[src/rtl/instr_fetch_ctrl.sv]
// Fetch sequencer for a 1-cycle instr memory: request in T reaches decode in T+2, 1/cycle steady state.
// Credit-gated requests never overflow the buffer; optional IFETCH_PERF_CNT_EN adds fetch/drop counters.
module instr_fetch_ctrl #(
  parameter int          ADDR_WIDTH = 10,
  parameter int          DATA_WIDTH = 32,
  parameter logic [31:0] RESET_PC   = 32'h0000_0000,
  parameter int          FIFO_DEPTH = 2
) (
  input  logic                  clk,
  input  logic                  rst_n,
  input  logic                  fetch_en,
  output logic                  mem_rd_req,
  output logic [ADDR_WIDTH-1:0] mem_addr,
  input  logic                  mem_rvalid,
  input  logic [DATA_WIDTH-1:0] mem_instr,
  input  logic                  redirect_valid,
  input  logic [31:0]           redirect_pc,
  output logic                  instr_valid_o,
  input  logic                  instr_ready_i,
  output logic [DATA_WIDTH-1:0] instr_o,
  output logic [31:0]           pc_o
`ifdef IFETCH_PERF_CNT_EN
  ,
  output logic [31:0]           fetch_cnt_o,
  output logic [31:0]           drop_cnt_o
`endif
);

  localparam int          PW     = $clog2(FIFO_DEPTH);
  localparam int          CW     = PW + 1;
  localparam logic [31:0] PC_RST = RESET_PC & 32'hFFFF_FFFC;

  typedef enum logic {IDLE, RUN} state_e;

  state_e                state_q, state_d;
  logic [31:0]           pc_q, pc_d;
  logic [31:0]           infl_pc_q, infl_pc_d;
  logic                  out_q, out_d;
  logic [CW-1:0]         cnt_q, cnt_d;
  logic [PW-1:0]         wr_q, wr_d, rd_q, rd_d;
  logic [31:0]           fb_pc_q [FIFO_DEPTH];
  logic [31:0]           fb_pc_d [FIFO_DEPTH];
  logic [DATA_WIDTH-1:0] fb_instr_q [FIFO_DEPTH];
  logic [DATA_WIDTH-1:0] fb_instr_d [FIFO_DEPTH];
  logic                  pop, push, credit;
  logic [CW:0]           occ;

  always_comb begin
    pop        = (cnt_q != '0) & instr_ready_i;
    push       = mem_rvalid & ~redirect_valid;
    // Slots still claimed after this cycle's pop: in-flight read plus buffered words.
    occ        = (CW+1)'(out_q) + (CW+1)'(cnt_q) - (CW+1)'(pop);
    credit     = occ < (CW+1)'(FIFO_DEPTH);
    mem_rd_req = (state_q == RUN) & fetch_en & ~redirect_valid & credit;

    state_d    = fetch_en ? RUN : IDLE;
    out_d      = mem_rd_req;
    infl_pc_d  = mem_rd_req ? pc_q : infl_pc_q;

    pc_d = pc_q;
    if (redirect_valid) pc_d = redirect_pc & 32'hFFFF_FFFC;
    else if (mem_rd_req) pc_d = pc_q + 32'd4;

    fb_pc_d    = fb_pc_q;
    fb_instr_d = fb_instr_q;
    if (push) begin
      fb_pc_d[wr_q]    = infl_pc_q;
      fb_instr_d[wr_q] = mem_instr;
    end

    if (redirect_valid) begin
      cnt_d = '0;
      wr_d  = '0;
      rd_d  = '0;
    end else begin
      cnt_d = cnt_q + CW'(push) - CW'(pop);
      wr_d  = wr_q + PW'(push);
      rd_d  = rd_q + PW'(pop);
    end
  end

  always_ff @(posedge clk or negedge rst_n) begin
    if (!rst_n) begin
      state_q    <= IDLE;
      pc_q       <= PC_RST;
      infl_pc_q  <= '0;
      out_q      <= 1'b0;
      cnt_q      <= '0;
      wr_q       <= '0;
      rd_q       <= '0;
      fb_pc_q    <= '{default: '0};
      fb_instr_q <= '{default: '0};
    end else begin
      state_q    <= state_d;
      pc_q       <= pc_d;
      infl_pc_q  <= infl_pc_d;
      out_q      <= out_d;
      cnt_q      <= cnt_d;
      wr_q       <= wr_d;
      rd_q       <= rd_d;
      fb_pc_q    <= fb_pc_d;
      fb_instr_q <= fb_instr_d;
    end
  end

  assign mem_addr      = pc_q[ADDR_WIDTH+1:2];
  assign instr_valid_o = cnt_q != '0;
  assign instr_o       = fb_instr_q[rd_q];
  assign pc_o          = fb_pc_q[rd_q];

`ifdef IFETCH_PERF_CNT_EN
  logic [31:0] fetch_cnt_q, fetch_cnt_d, drop_cnt_q, drop_cnt_d;
  logic [32:0] drop_sum;

  // Drops at a redirect: entries left after the concurrent pop, plus the discarded return.
  always_comb begin
    drop_sum = {1'b0, drop_cnt_q};
    if (redirect_valid) drop_sum = drop_sum + 33'(cnt_q) - 33'(pop) + 33'(mem_rvalid);
    drop_cnt_d  = drop_sum[32] ? 32'hFFFF_FFFF : drop_sum[31:0];
    fetch_cnt_d = fetch_cnt_q;
    if (pop && fetch_cnt_q != 32'hFFFF_FFFF) fetch_cnt_d = fetch_cnt_q + 32'd1;
  end

  always_ff @(posedge clk or negedge rst_n) begin
    if (!rst_n) begin
      fetch_cnt_q <= '0;
      drop_cnt_q  <= '0;
    end else begin
      fetch_cnt_q <= fetch_cnt_d;
      drop_cnt_q  <= drop_cnt_d;
    end
  end

  assign fetch_cnt_o = fetch_cnt_q;
  assign drop_cnt_o  = drop_cnt_q;
`endif

endmodule

[config.mk]
export PLATFORM = sky130hd
export DESIGN_NAME = instr_fetch_ctrl
export DESIGN_NICKNAME = d
export VERILOG_FILES = /design/src/rtl/instr_fetch_ctrl.sv
export SDC_FILE = /design/constraint.sdc
export NUM_CORES = 1
export LEC_CHECK = 0
export BUFFER_PORTS_ARGS = -buffer_cell sky130_fd_sc_hd__buf_2
export CORE_MARGIN = 3
export CORE_UTILIZATION = 40
export CTS_BUF_LIST = sky130_fd_sc_hd__clkbuf_4
export DETAILED_ROUTE_END_ITERATION = 8
export MAX_ROUTING_LAYER = met4
export SLEW_MARGIN = 10
export SYNTH_ARGS = -nofsm -noshare
export SYNTH_HDL_FRONTEND = slang
export SYNTH_SLANG_ARGS = --single-unit
export TNS_END_PERCENT = 1
[constraint.sdc]
create_clock -name clk -period 3.67 [get_ports clk]
set_input_delay 0.5505 -clock clk [delete_from_list [all_inputs] [get_ports clk]]
set_output_delay 0.5505 -clock clk [all_outputs]
set_load 0.05 [all_outputs]
# Word-level counts from Yosys, hierarchy flattened
# Cells that the tools add are included.
# totals
word_cells	49
out_inout_bits	76
reg_bits	198
# classes
addsub	7
magnitude_cmp	4
n_mux	16
n_reduce_logical	3
bitwise_logic	8
# op_table
operator	count
2-to-1 mux 32 bit	9
bitwise mux 64 bit	2
adder 32 x 3 -> 32 bit, second input constant	1
demux 32 bit (select 1 bit)	1
bitwise AND 1 bit	5
>= comparator 2 bit, second input constant	2
inverter 1 -> 2 bit	2
nonzero test 2 bit	2
adder 1 x 2 -> 3 bit	1
< comparator 3 x 2 -> 1 bit, second input constant	1
2-to-1 mux 1 bit	3
subtractor 3 x 1 -> 3 bit	1
adder 1 bit	2
adder 2 x 1 -> 2 bit	1
< comparator 2 x 1 -> 1 bit, second input constant	1
2-to-1 mux 2 bit	1
subtractor 2 x 1 -> 2 bit	1
logical AND 1 bit	1
inverter 1 bit	1

# Longest topological paths before layout
# logic_depth
depth_word	7
mapped_depth	13
mapped_depth_nobuf	11

# Worst setup path before layout
# No wires, ideal clock.
# synth_path
path_kind	register -> output
from	register cnt_q[1]
to	output mem_rd_req
n_path_buf	3
setup_slack_ns	-0.385
required_ns	3.119
arrival_time_ns	3.505
stages_incl_launch_ff	12
path_cell_list	dfrtp_1 -> or2_2 -> and2_1 -> ha_1 -> nand2b_1 -> fa_1 -> nand4b_1 -> or2_2 -> clkbuf_8 -> inv_1 -> buf_2 -> buf_1
# synth_between
elab_chain_len	5
# synth_lines
element	line_no	rtl
start, declared	39	logic [CW-1:0] cnt_q, cnt_d;
start signal, assigned	98	cnt_q <= cnt_d;
nonzero test 2 bit	-	
named net instr_valid_o	18	output logic instr_valid_o,
bitwise AND 1 bit	49	pop = (cnt_q != '0) & instr_ready_i;
subtractor 3 x 1 -> 3 bit	52	occ = (CW+1)'(out_q) + (CW+1)'(cnt_q) - (CW+1)'(pop);
< comparator 3 x 2 -> 1 bit	53	credit = occ < (CW+1)'(FIFO_DEPTH);
bitwise AND 1 bit	54	mem_rd_req = (state_q == RUN) & fetch_en & ~redirect_valid & credit;
end, declared	12	output logic mem_rd_req,
# The timed path passes the listed nets, and every way through them passes these cells.

# Final worst setup path
# layout_path
from	register cnt_q[1]
to	output mem_rd_req
# layout_between
elab_chain_len	5
# layout_lines
element	line_no
parallel branches: the longest is 2 deep, another holds adder 1 x 2 -> 3 bit	-
subtractor 3 x 1 -> 3 bit (*)	52
< comparator 3 x 2 -> 1 bit (*)	53
bitwise AND 1 bit (*)	54
# Every way passes the cells marked *.

==> impl_metrics.toml <==
[outcome]
status = "finished, final reports clean"

[cells_and_area]
mostFrequentLayoutCells = "dfrtp_1 (188), mux2_2 (186), buf_2 (139), nand2_1 (114), o21ai_0 (26)"
final_util_pct = 46.6
syn_to_final_growth_pct = 13.5
nets = 913
drive_above_1_share_pct = 46.3
layout_commonest_cell = "dfrtp_1"

[grt]
grt_use_total_pct = 16.9
antenna_found_initial = 1
gr-total-overflow = 0
grt_pass1_vias = 5915
grt_pass1_wl_um = 31600
grt_max_degree = 86

[detailed_routing]
drt_iter0_markers = 407
remaining_drc_errors = 0
via_count = 5850
dr.pass1.iters = 5
viasPerCell = 5.20
ant_nets = 0
wl_per_cell_um = 17.1
routed_wl_um = 19300

[pwr]
pwr-share-clk_pct = 13.0
swShare_pct = 44.3
ir_worst_vdd_mv = 0.300
leakagePower_nw = 4.59
p_int_w = 0.00426
p_sw_w = 0.00339
p_seq_share_pct = 42.6
combinationalPowerShare_pct = 44.4
power_density_nw_per_um2 = 773

[clocking]
clk_pin_slew_ns = 0.15
cts.path.max_buffers = 2
cts_buffers = 17
cts_sinks = 190
tritoncts = "yes"
clock_tree.root_cell = "clkbuf_4"
h-tree-depth = 4
clock_latency_ns = 0.56

[sta]
tightest_slew_ns = 0.676
fmax_ghz = 0.283
post-route-min-period_ns = 3.54
period_share_pct = 96.4
fin_skew_ns = 0.0224
maxSlewHeadroom_pct = 54.6
finalSetupViolCount = 0
fin_setup_tns_ns = 0
hold_viol_final = 0
rsz0062_at_grt = "true"
drv_slew = 0

[synth]
avgSynthCellArea_um2 = 12.2
ys_ff_latch = 190
synthDistinctLibCells = 53
synth_top_area_share_pct = 54.6
synthesis.instances = 712
ys_seq_area_share_pct = 54.6
synth.area.top_cells = "dfrtp_1 (55%), mux2_2 (24%), nand2_1 (4.9%), o21ai_0 (1.5%), buf_4 (1.0%)"
ys.flop_type = "dfrtp_1"
netlist_area_um2 = 8710
synth_warnings = 0
synth-edff-count = 0
yosysTopAreaCell = "dfrtp_1"
async_flop_share_pct = 100

[die]
initial_core_util_pct = 41.1
die_h_um = 154
core_area_um2 = 21200
ios = 146
fp.dieW_um = 154
rows = 53
die_area_um2 = 23600

[place]
portBuffers = 141
gp_congestion = 0.854
dp_hpwl_um = 12600

[setup_path]
worstSetupStartpointType = "flip-flop"
critPathKind = "flip-flop to output port"
path_max_fanout = 3
path_cells = "or2_2, and2_4, ha_1, nand2b_1, fa_1, nand4b_1, or2_4, inv_4, buf_8"
max_stage_delay_ns = 0.50
required_ns = 3.12
r2r_slack_ns = 0.37
worstRegToRegCells = 13
worstPathArrival_ns = 2.99
r2r-end = "pc_q[22]$_DFFE_PN0P_"
timing.rr.start = "cnt_q[1]$_DFF_PN0_"
worst_path_max_delay_cell = "fa_1"
endpoint_kind = "output port"

[worst_hold_path]
whs_path_depth = 1
hold-path-endpoint = "state_q$_DFF_PN0_"
min_from = "fetch_en"
hold_class = "primary input to flip-flop"

[run]
maxCapViolCount = 0
==> kinds of logic (layout without fill, tap and decap cells) <==
family | count (synthesis) | in the layout | share of synthesized area, %
muxes | 187 | 187 | 24.2
AOI/OAI and AO/OA | 68 | 68 | 5.37
adders and majority gates | 7 | 7 | 1.09
buffers and inverters | 68 | 203 | 4.19
DFF | 190 | 190 | 54.6
xor gates and xnor gates | 7 | 7 | 0.704
and+or+nand+nor | 184 | 184 | 9.87
other | 1 | 4 | 0.0430
==> worst max-delay path: cells and delay by family (launching register included) <==
kind                     cells  cell delay [ns]
adder cells (fa/ha/maj)      2             0.75
flip-flops                   1             0.43
AND/OR/NAND/NOR              5             1.03
buffers and inverters        2             0.21
==> how the worst max path moves through the flow <==
stage / startpoint / endpoint / slack [ns] / cells past startpoint
after global routing: cnt_q[1]$_DFF_PN0_ / mem_rd_req / -0.05 / 9
after CTS: cnt_q[1]$_DFF_PN0_ / mem_rd_req / 0.03 / 9
after global placement: cnt_q[1]$_DFF_PN0_ / pc_q[7]$_DFFE_PN0P_ / 0.29 / 12
after floorplan: cnt_q[1]$_DFF_PN0_ / mem_rd_req / 0.02 / 11
final: cnt_q[1]$_DFF_PN0_ / mem_rd_req / 0.13 / 9
after detailed placement: cnt_q[1]$_DFF_PN0_ / pc_q[7]$_DFFE_PN0P_ / 0.19 / 12
==> timing repair <==
| action | CTS | global route |
|---|---|---|
| resized for setup | 7 | 2 |
| setup buffers | 2 | 0 |
| hold buffers | 1 | 0 |
| hold endpoints to repair | 2 | 0 |
| endpoints found under the setup margin | 1 | 5 |
| pin swaps | 0 | 2 |
==> metrics by stage <==
stage	std cells	hold WS, ns	power, W	setup WS, ns	cell area, um2
finish	1125	0.0966	0.00765	0.134	9890
global route	1125	0.0229	0.00812	-0.0455	9890
CTS	1123	0.0452	0.00775	0.0258	9880
detailed placement	1089	0.482	0.00671	0.189	9610
global placement	1089	0.483	0.00667	0.289	9610
floorplan	713	0.255	0.00592	0.0165	8720
==> state kept, by name, indices dropped and copies added, names as in the netlist <==
register	flops
fb_instr_q	64
fb_pc_q	60
infl_pc_q	30
pc_q	30
cnt_q	2
out_q	1
rd_q	1
state_q	1
wr_q	1
==> cells in the mapped netlist (6+ instances only) <==
cell type,instances
a21oi_1,7
nand2_1,114
inv_1,14
nand4_1,9
buf_1,10
clkbuf_1,22
nor2_1,15
mux2_2,186
o311ai_0,10
ha_1,6
dfrtp_1,190
buf_4,12
nand3_1,14
o21ai_0,26
nor4_1,8
==> final cells by class <==
cell class | count | area (um2)
diodes | 2 | 5.00
clock inverters | 12 | 91.3
clock buffers | 19 | 143
multi-input cells | 455 | 3610
well taps | 275 | 344
fillers | 1987 | 11300
repair buffers | 157 | 885
flip-flops and latches | 190 | 4760
inverters | 15 | 58.8
==> metal layers <==
layer  up-vias  global-route usage, %  routed length [um]  part of all wire [%]
met2       175                   25.0                8540                    44
met4         0                   4.16                 167                  0.87
li1       2748                      -                   -                     -
met5         -                      -                   0                     0
met3        13                   3.12                 943                   4.9
met1      2914                   24.4                9620                    50
==> power by group through the flow <==
stage	logic (W)	clock network [W]	registers, W
after global placement	0.00337	0	0.00329
after floorplan	0.00281	0	0.00311
after CTS	0.00343	0.00105	0.00326
after detailed placement	0.00340	0	0.00331
after global routing	0.00362	0.00114	0.00337
final	0.00339	0.000996	0.00326
Power figures use the tool's default switching activity.
